**src/rtl/serial_adder_if.sv**
```systemverilog
// Operand/result bundle for the bit-serial adder: request side drives start/sub/A/B,
// the adder returns busy/done and the registered result flags.
interface serial_adder_if #(
  parameter int WIDTH = 8
);
  logic             start;
  logic             sub;
  logic [WIDTH-1:0] A;
  logic [WIDTH-1:0] B;
  logic             busy;
  logic             done;
  logic [WIDTH-1:0] Sum;
  logic             Carry;
  logic             Overflow;

  modport master (
    output start, sub, A, B,
    input  busy, done, Sum, Carry, Overflow
  );

  modport slave (
    input  start, sub, A, B,
    output busy, done, Sum, Carry, Overflow
  );
endinterface

```
**src/rtl/serial_adder.sv**
```systemverilog
// Bit-serial adder/subtractor: one full-adder slice resolves one bit per clock, LSB first.
// Subtraction is A + ~B + 1, with the +1 entering through the preset carry flip-flop.
module serial_adder #(
  parameter int WIDTH = 8
) (
  input  logic           clk,
  input  logic           reset,
  serial_adder_if.slave  bus
);

  localparam int CW = (WIDTH > 2) ? $clog2(WIDTH) : 1;
  localparam logic [CW-1:0] CNT_LAST = CW'(WIDTH - 1);

  typedef enum logic [1:0] {
    S_IDLE,
    S_RUN,
    S_DONE
  } state_t;

  state_t           state_q, state_d;
  logic [WIDTH-1:0] a_q, a_d;
  logic [WIDTH-1:0] b_q, b_d;
  logic [WIDTH-1:0] res_q, res_d;
  logic [WIDTH-1:0] sum_q, sum_d;
  logic [CW-1:0]    cnt_q, cnt_d;
  logic             c_q, c_d;
  logic             carry_q, carry_d;
  logic             ovf_q, ovf_d;

  logic             bit_s;
  logic             bit_co;

  assign bit_s  = a_q[0] ^ b_q[0] ^ c_q;
  assign bit_co = (a_q[0] & b_q[0]) | (a_q[0] & c_q) | (b_q[0] & c_q);

  always_comb begin
    state_d = state_q;
    a_d     = a_q;
    b_d     = b_q;
    res_d   = res_q;
    sum_d   = sum_q;
    cnt_d   = cnt_q;
    c_d     = c_q;
    carry_d = carry_q;
    ovf_d   = ovf_q;

    unique case (state_q)
      S_IDLE: begin
        if (bus.start) begin
          a_d     = bus.A;
          b_d     = bus.sub ? ~bus.B : bus.B;
          c_d     = bus.sub;
          cnt_d   = '0;
          state_d = S_RUN;
        end
      end
      S_RUN: begin
        res_d = {bit_s, res_q[WIDTH-1:1]};
        c_d   = bit_co;
        a_d   = a_q >> 1;
        b_d   = b_q >> 1;
        cnt_d = cnt_q + 1'b1;
        // On the MSB slice c_q is the carry into the MSB, bit_co the carry out.
        if (cnt_q == CNT_LAST) begin
          sum_d   = {bit_s, res_q[WIDTH-1:1]};
          carry_d = bit_co;
          ovf_d   = c_q ^ bit_co;
          state_d = S_DONE;
        end
      end
      S_DONE: begin
        state_d = S_IDLE;
      end
      default: begin
        state_d = S_IDLE;
      end
    endcase
  end

  always_ff @(posedge clk) begin
    if (reset) begin
      state_q <= S_IDLE;
      a_q     <= '0;
      b_q     <= '0;
      res_q   <= '0;
      sum_q   <= '0;
      cnt_q   <= '0;
      c_q     <= 1'b0;
      carry_q <= 1'b0;
      ovf_q   <= 1'b0;
    end else begin
      state_q <= state_d;
      a_q     <= a_d;
      b_q     <= b_d;
      res_q   <= res_d;
      sum_q   <= sum_d;
      cnt_q   <= cnt_d;
      c_q     <= c_d;
      carry_q <= carry_d;
      ovf_q   <= ovf_d;
    end
  end

  assign bus.busy     = (state_q != S_IDLE);
  assign bus.done     = (state_q == S_DONE);
  assign bus.Sum      = sum_q;
  assign bus.Carry    = carry_q;
  assign bus.Overflow = ovf_q;

endmodule

```
**src/flat_wrapper.sv**
```systemverilog
// flat-port wrapper written by rule: the top's interface ports become plain ports
module serial_adder_flat 
#(
  parameter int WIDTH = 8
)
  (clk, reset, bus_start, bus_sub, bus_A, bus_B, bus_busy, bus_done, bus_Sum, bus_Carry, bus_Overflow);
  serial_adder_if #(.WIDTH(WIDTH)) bus_i ();
  input  logic clk;
  input  logic reset;
  input wire logic [$bits(bus_i.start)-1:0] bus_start;
  input wire logic [$bits(bus_i.sub)-1:0] bus_sub;
  input wire logic [$bits(bus_i.A)-1:0] bus_A;
  input wire logic [$bits(bus_i.B)-1:0] bus_B;
  output wire logic [$bits(bus_i.busy)-1:0] bus_busy;
  output wire logic [$bits(bus_i.done)-1:0] bus_done;
  output wire logic [$bits(bus_i.Sum)-1:0] bus_Sum;
  output wire logic [$bits(bus_i.Carry)-1:0] bus_Carry;
  output wire logic [$bits(bus_i.Overflow)-1:0] bus_Overflow;
  assign bus_i.start = bus_start;
  assign bus_i.sub = bus_sub;
  assign bus_i.A = bus_A;
  assign bus_i.B = bus_B;
  assign bus_busy = bus_i.busy;
  assign bus_done = bus_i.done;
  assign bus_Sum = bus_i.Sum;
  assign bus_Carry = bus_i.Carry;
  assign bus_Overflow = bus_i.Overflow;
  serial_adder #(.WIDTH(WIDTH)) u_core (.clk(clk), .reset(reset), .bus(bus_i));
endmodule
```
**config.mk**
```make
export PLATFORM = sky130hd
export DESIGN_NAME = serial_adder_flat
export DESIGN_NICKNAME = d
export VERILOG_FILES = /design/src/rtl/serial_adder_if.sv /design/src/rtl/serial_adder.sv /design/src/flat_wrapper.sv
export SDC_FILE = /design/constraint.sdc
export NUM_CORES = 1
export LEC_CHECK = 0
export ABC_AREA = 0
export ABC_CLOCK_PERIOD_IN_PS = 3900
export CELL_PAD_IN_SITES_DETAIL_PLACEMENT = 0
export CELL_PAD_IN_SITES_GLOBAL_PLACEMENT = 1
export CORE_ASPECT_RATIO = 1.4
export CORE_MARGIN = 1
export CORE_UTILIZATION = 42
export DETAILED_ROUTE_END_ITERATION = 10
export PLACE_DENSITY = 0.91
export SLEW_MARGIN = 10
export SYNTH_ARGS = -nofsm -noshare
export SYNTH_HDL_FRONTEND = slang
export SYNTH_SLANG_ARGS = --single-unit
export TNS_END_PERCENT = 100
```
**constraint.sdc**
```tcl
create_clock -name clk -period 3.9 [get_ports clk]
set_clock_uncertainty 0.1 [all_clocks]
set_input_delay 1.17 -clock clk [delete_from_list [all_inputs] [get_ports clk]]
set_output_delay 1.17 -clock clk [all_outputs]
set_load 0.02 [all_outputs]
```
==> flow_summary.toml <==
[power_and_ir_drop]
power.leakage_nw = 0.7897
swShare_pct = 22.88
power_frac_seq_pct = 48.8
comb_power_share_pct = 12.1
internal_power_w = 0.0006783
powerDensity_mw_per_mm2 = 402.4
fin_total_pwr_w = 0.0008795
switchingPower_w = 0.0002012
ir_drop_uv = 344.8
pwr-share-clk_pct = 39.1

[global_routing]
grt_pass1_wl_um = 5775
antenna_found_initial = 0
grt_pass1_vias = 1254
grt_max_degree = 41
grtUsageTotal_pct = 16.47
grt-ovfl-total = 0

[drt]
vias = 1408
via_per_inst = 5.354
drc = 4
first_iter_violations = 47
dr.pass1.iters = 7
drt-wirelength-per-cell_um = 13.17
routed_wl_um = 3464
drtAntennaViolNets = 0

[final_layout]
fin_cells = 263
nNetsFinal = 242
diodes = 0
syn_to_final_growth_pct = 22.51
design_area_mm2 = 0.002186
fillCellCount = 380
final_common_cell = "dfxtp_1"
layout-drive-gt1-share_pct = 14.09
final_cell_mix = "dfxtp_1 (39), nand2_1 (34), clkdlybuf4s50_1 (31), a21oi_1 (26), a22oi_1 (10)"

[placed_design]
dp.final_hpwl_um = 2312
place.port_buffers = 31
post-place-cells = 255
place_ws_ns = 1.081
finalWeightedCongestion = 0.7447
post_dp_cell_area_mm2 = 0.002068

[worst_setup_path]
worstRegToRegCells = 4
slowest_delay_ns = 0.62
startpoint_type = "register"
worstSetupEndpointType = "primary output"
r2r_start = "u_core.state_q[0]"
worstSetupStartpoint = "u_core.state_q[1]"
crit_type = "reg2out"
required_ns = 2.63
cp_slowest_cell = "clkdlybuf4s50_1"
crit_path_cell_trace = "nor2b_1 -> clkdlybuf4s50_1"
reg2reg_slack_ns = 2.06
cp.arrival_ns = 1.65
path_max_fanout = 10
timing.rr.end = "u_core.b_q[2]"

[timing]
fin_setup_tns_ns = 0
fin_crit_sh_pct = 74.83
relSlewSlack_pct = 60.72
fin_ws_ns = 0.9818
hold_violations = 0
drv_slew = 0
period_minus_slack_ns = 2.918
worstMarginPinSlew_ns = 0.5892
rsz0062_at_grt = "false"
setup_viol_count_final = 0
fmax_mhz = 342.7

[floorplanning]
die_w_um = 57.09
die-height_um = 79.12
die_area_mm2 = 0.004517
core_area_mm2 = 0.003986
start_util_pct = 44.76
ioPinCount = 32
rows = 27

[clocking]
cts_setup_buffers = 0
ctsResizeCount = 0
cts-root-buf = "clkbuf_8"
numCtsBuffers = 5
htreeDepth = 2
path_clk_slew_ns = 0.07
clockBufferDepth = 2
insertion_delay_ns = 0.29
cts_tree = "built"
clock_sinks = 39
cts_hold_buf = 0

[synthesis]
ys_seq_area_share_pct = 43.76
synth_seq_cells = 39
syn_nets = 216
synth_cell_types = 36
yosysWarnings = 0
netlist_instances = 193
syn-cell-area_mm2 = 0.001784
syn_area_per_cell_um2 = 9.245

[status]
status = "finished with violations"
violations = "DRC"

[min_path]
hp-start = "u_core.bus.Sum[0]"
whs_endpoint = "u_core.bus.Sum[0]"
hp-class = "reg2reg"
whs_path_depth = 2

[run]
cap_viol_max_count = 0
logic make-up after synthesis:
family                   share of synthesized area, %
flip-flops                                      43.76
XOR/XNOR                                        4.418
AO/OA/AOI/OAI                                   26.65
multiplexers                                    1.192
AND/OR/NAND/NOR                                 13.82
adder cells (fa/ha/maj)                         2.524
buffers and inverters                           7.643
worst max-delay path: cells and delay by family, from the launching register on:
family | cells | cell delay, ns
simple gates | 1 | 0.20
buf+inv | 1 | 0.62
flops | 1 | 0.54
cell usage after synthesis, drive strengths merged:
cell      n  area (µm²)
a22oi    10       75.07
nand2    34       127.6
o21bai    1       11.26
a221oi    1       8.760
nor3      1       5.000
nor2      9       33.78
or2       1       6.260
fa        1       20.02
and3b     1       8.760
clkbuf    4       15.01
or3       1       6.260
nand3b    2       18.77
o21ai     1       5.000
o31ai     1       7.510
o22ai     7       87.58
a21oi    26       130.1
clkinv    1       3.750
mux2      1       11.26
a2bb2oi   6       52.55
xor2      1       8.760
mux2i     1       10.01
a211oi    1       7.510
ha        2       25.02
dfxtp    39       780.8
buf      11       87.58
nand2b    2       20.02
o221a     8       90.09
and2b     1       7.510
nor2b     2       12.51
inv       8       30.03
xnor2     8       70.07
per-stage QoR:
step           hold slack (ns)  util, %
6_report                0.3522    54.83
3_3_place_gp            0.3419    51.88
4_1_cts                 0.3563    54.83
2_1_floorplan           0.3321        -
5_1_grt                 0.3713    54.83
3_5_place_dp            0.3458    51.88
registers in the layout, summed over array words and instances (netlist names):
| name | cells |
|---|---|
| u_core.a_q | 8 |
| u_core.b_q | 8 |
| u_core.bus.Sum | 8 |
| u_core.res_q | 7 |
| u_core.cnt_q | 3 |
| u_core.state_q | 2 |
| u_core.bus.Carry | 1 |
| u_core.bus.Overflow | 1 |
| u_core.c_q | 1 |
power by group through the flow:
stage          sequential, W  combinational [W]  clock (W)
2_1_floorplan       0.000433          0.0000811          0
3_3_place_gp        0.000438           0.000106          0
3_5_place_dp        0.000438           0.000107          0
4_1_cts             0.000429           0.000107   0.000352
5_1_grt             0.000431           0.000116   0.000367
6_report            0.000429           0.000106   0.000344
metal layers:
metal / vias to the layer above / part of all wire [%] / global-route usage (%)
met5: - / 0 / 0
met4: 0 / 1.9 / 8.049
met3: 5 / 2.8 / 3.420
met2: 27 / 51 / 26.94
met1: 648 / 44 / 20.36
li1: 728 / - / -
worst max-delay path by stage:
stage / end / slack [ns]
2_1_floorplan: bus_done / 1.58
3_3_place_gp: u_core.b_q[6] / 1.11
3_5_place_dp: u_core.state_q[0] / 1.08
4_1_cts: bus_done / 0.98
5_1_grt: bus_done / 0.93
6_report: bus_done / 0.98
cell type report:
class                   count  area (µm²)  area share, %
inverters                   9       33.78          1.546
repair buffers             34       332.8          15.23
flip-flops and latches     39       780.7          35.72
multi-input cells         130       867.1          39.67
well taps                  43       53.80          2.461
clock inverters             2       35.03          1.603
clock buffers               6       82.58          3.778
Power figures use the tool's default switching activity.
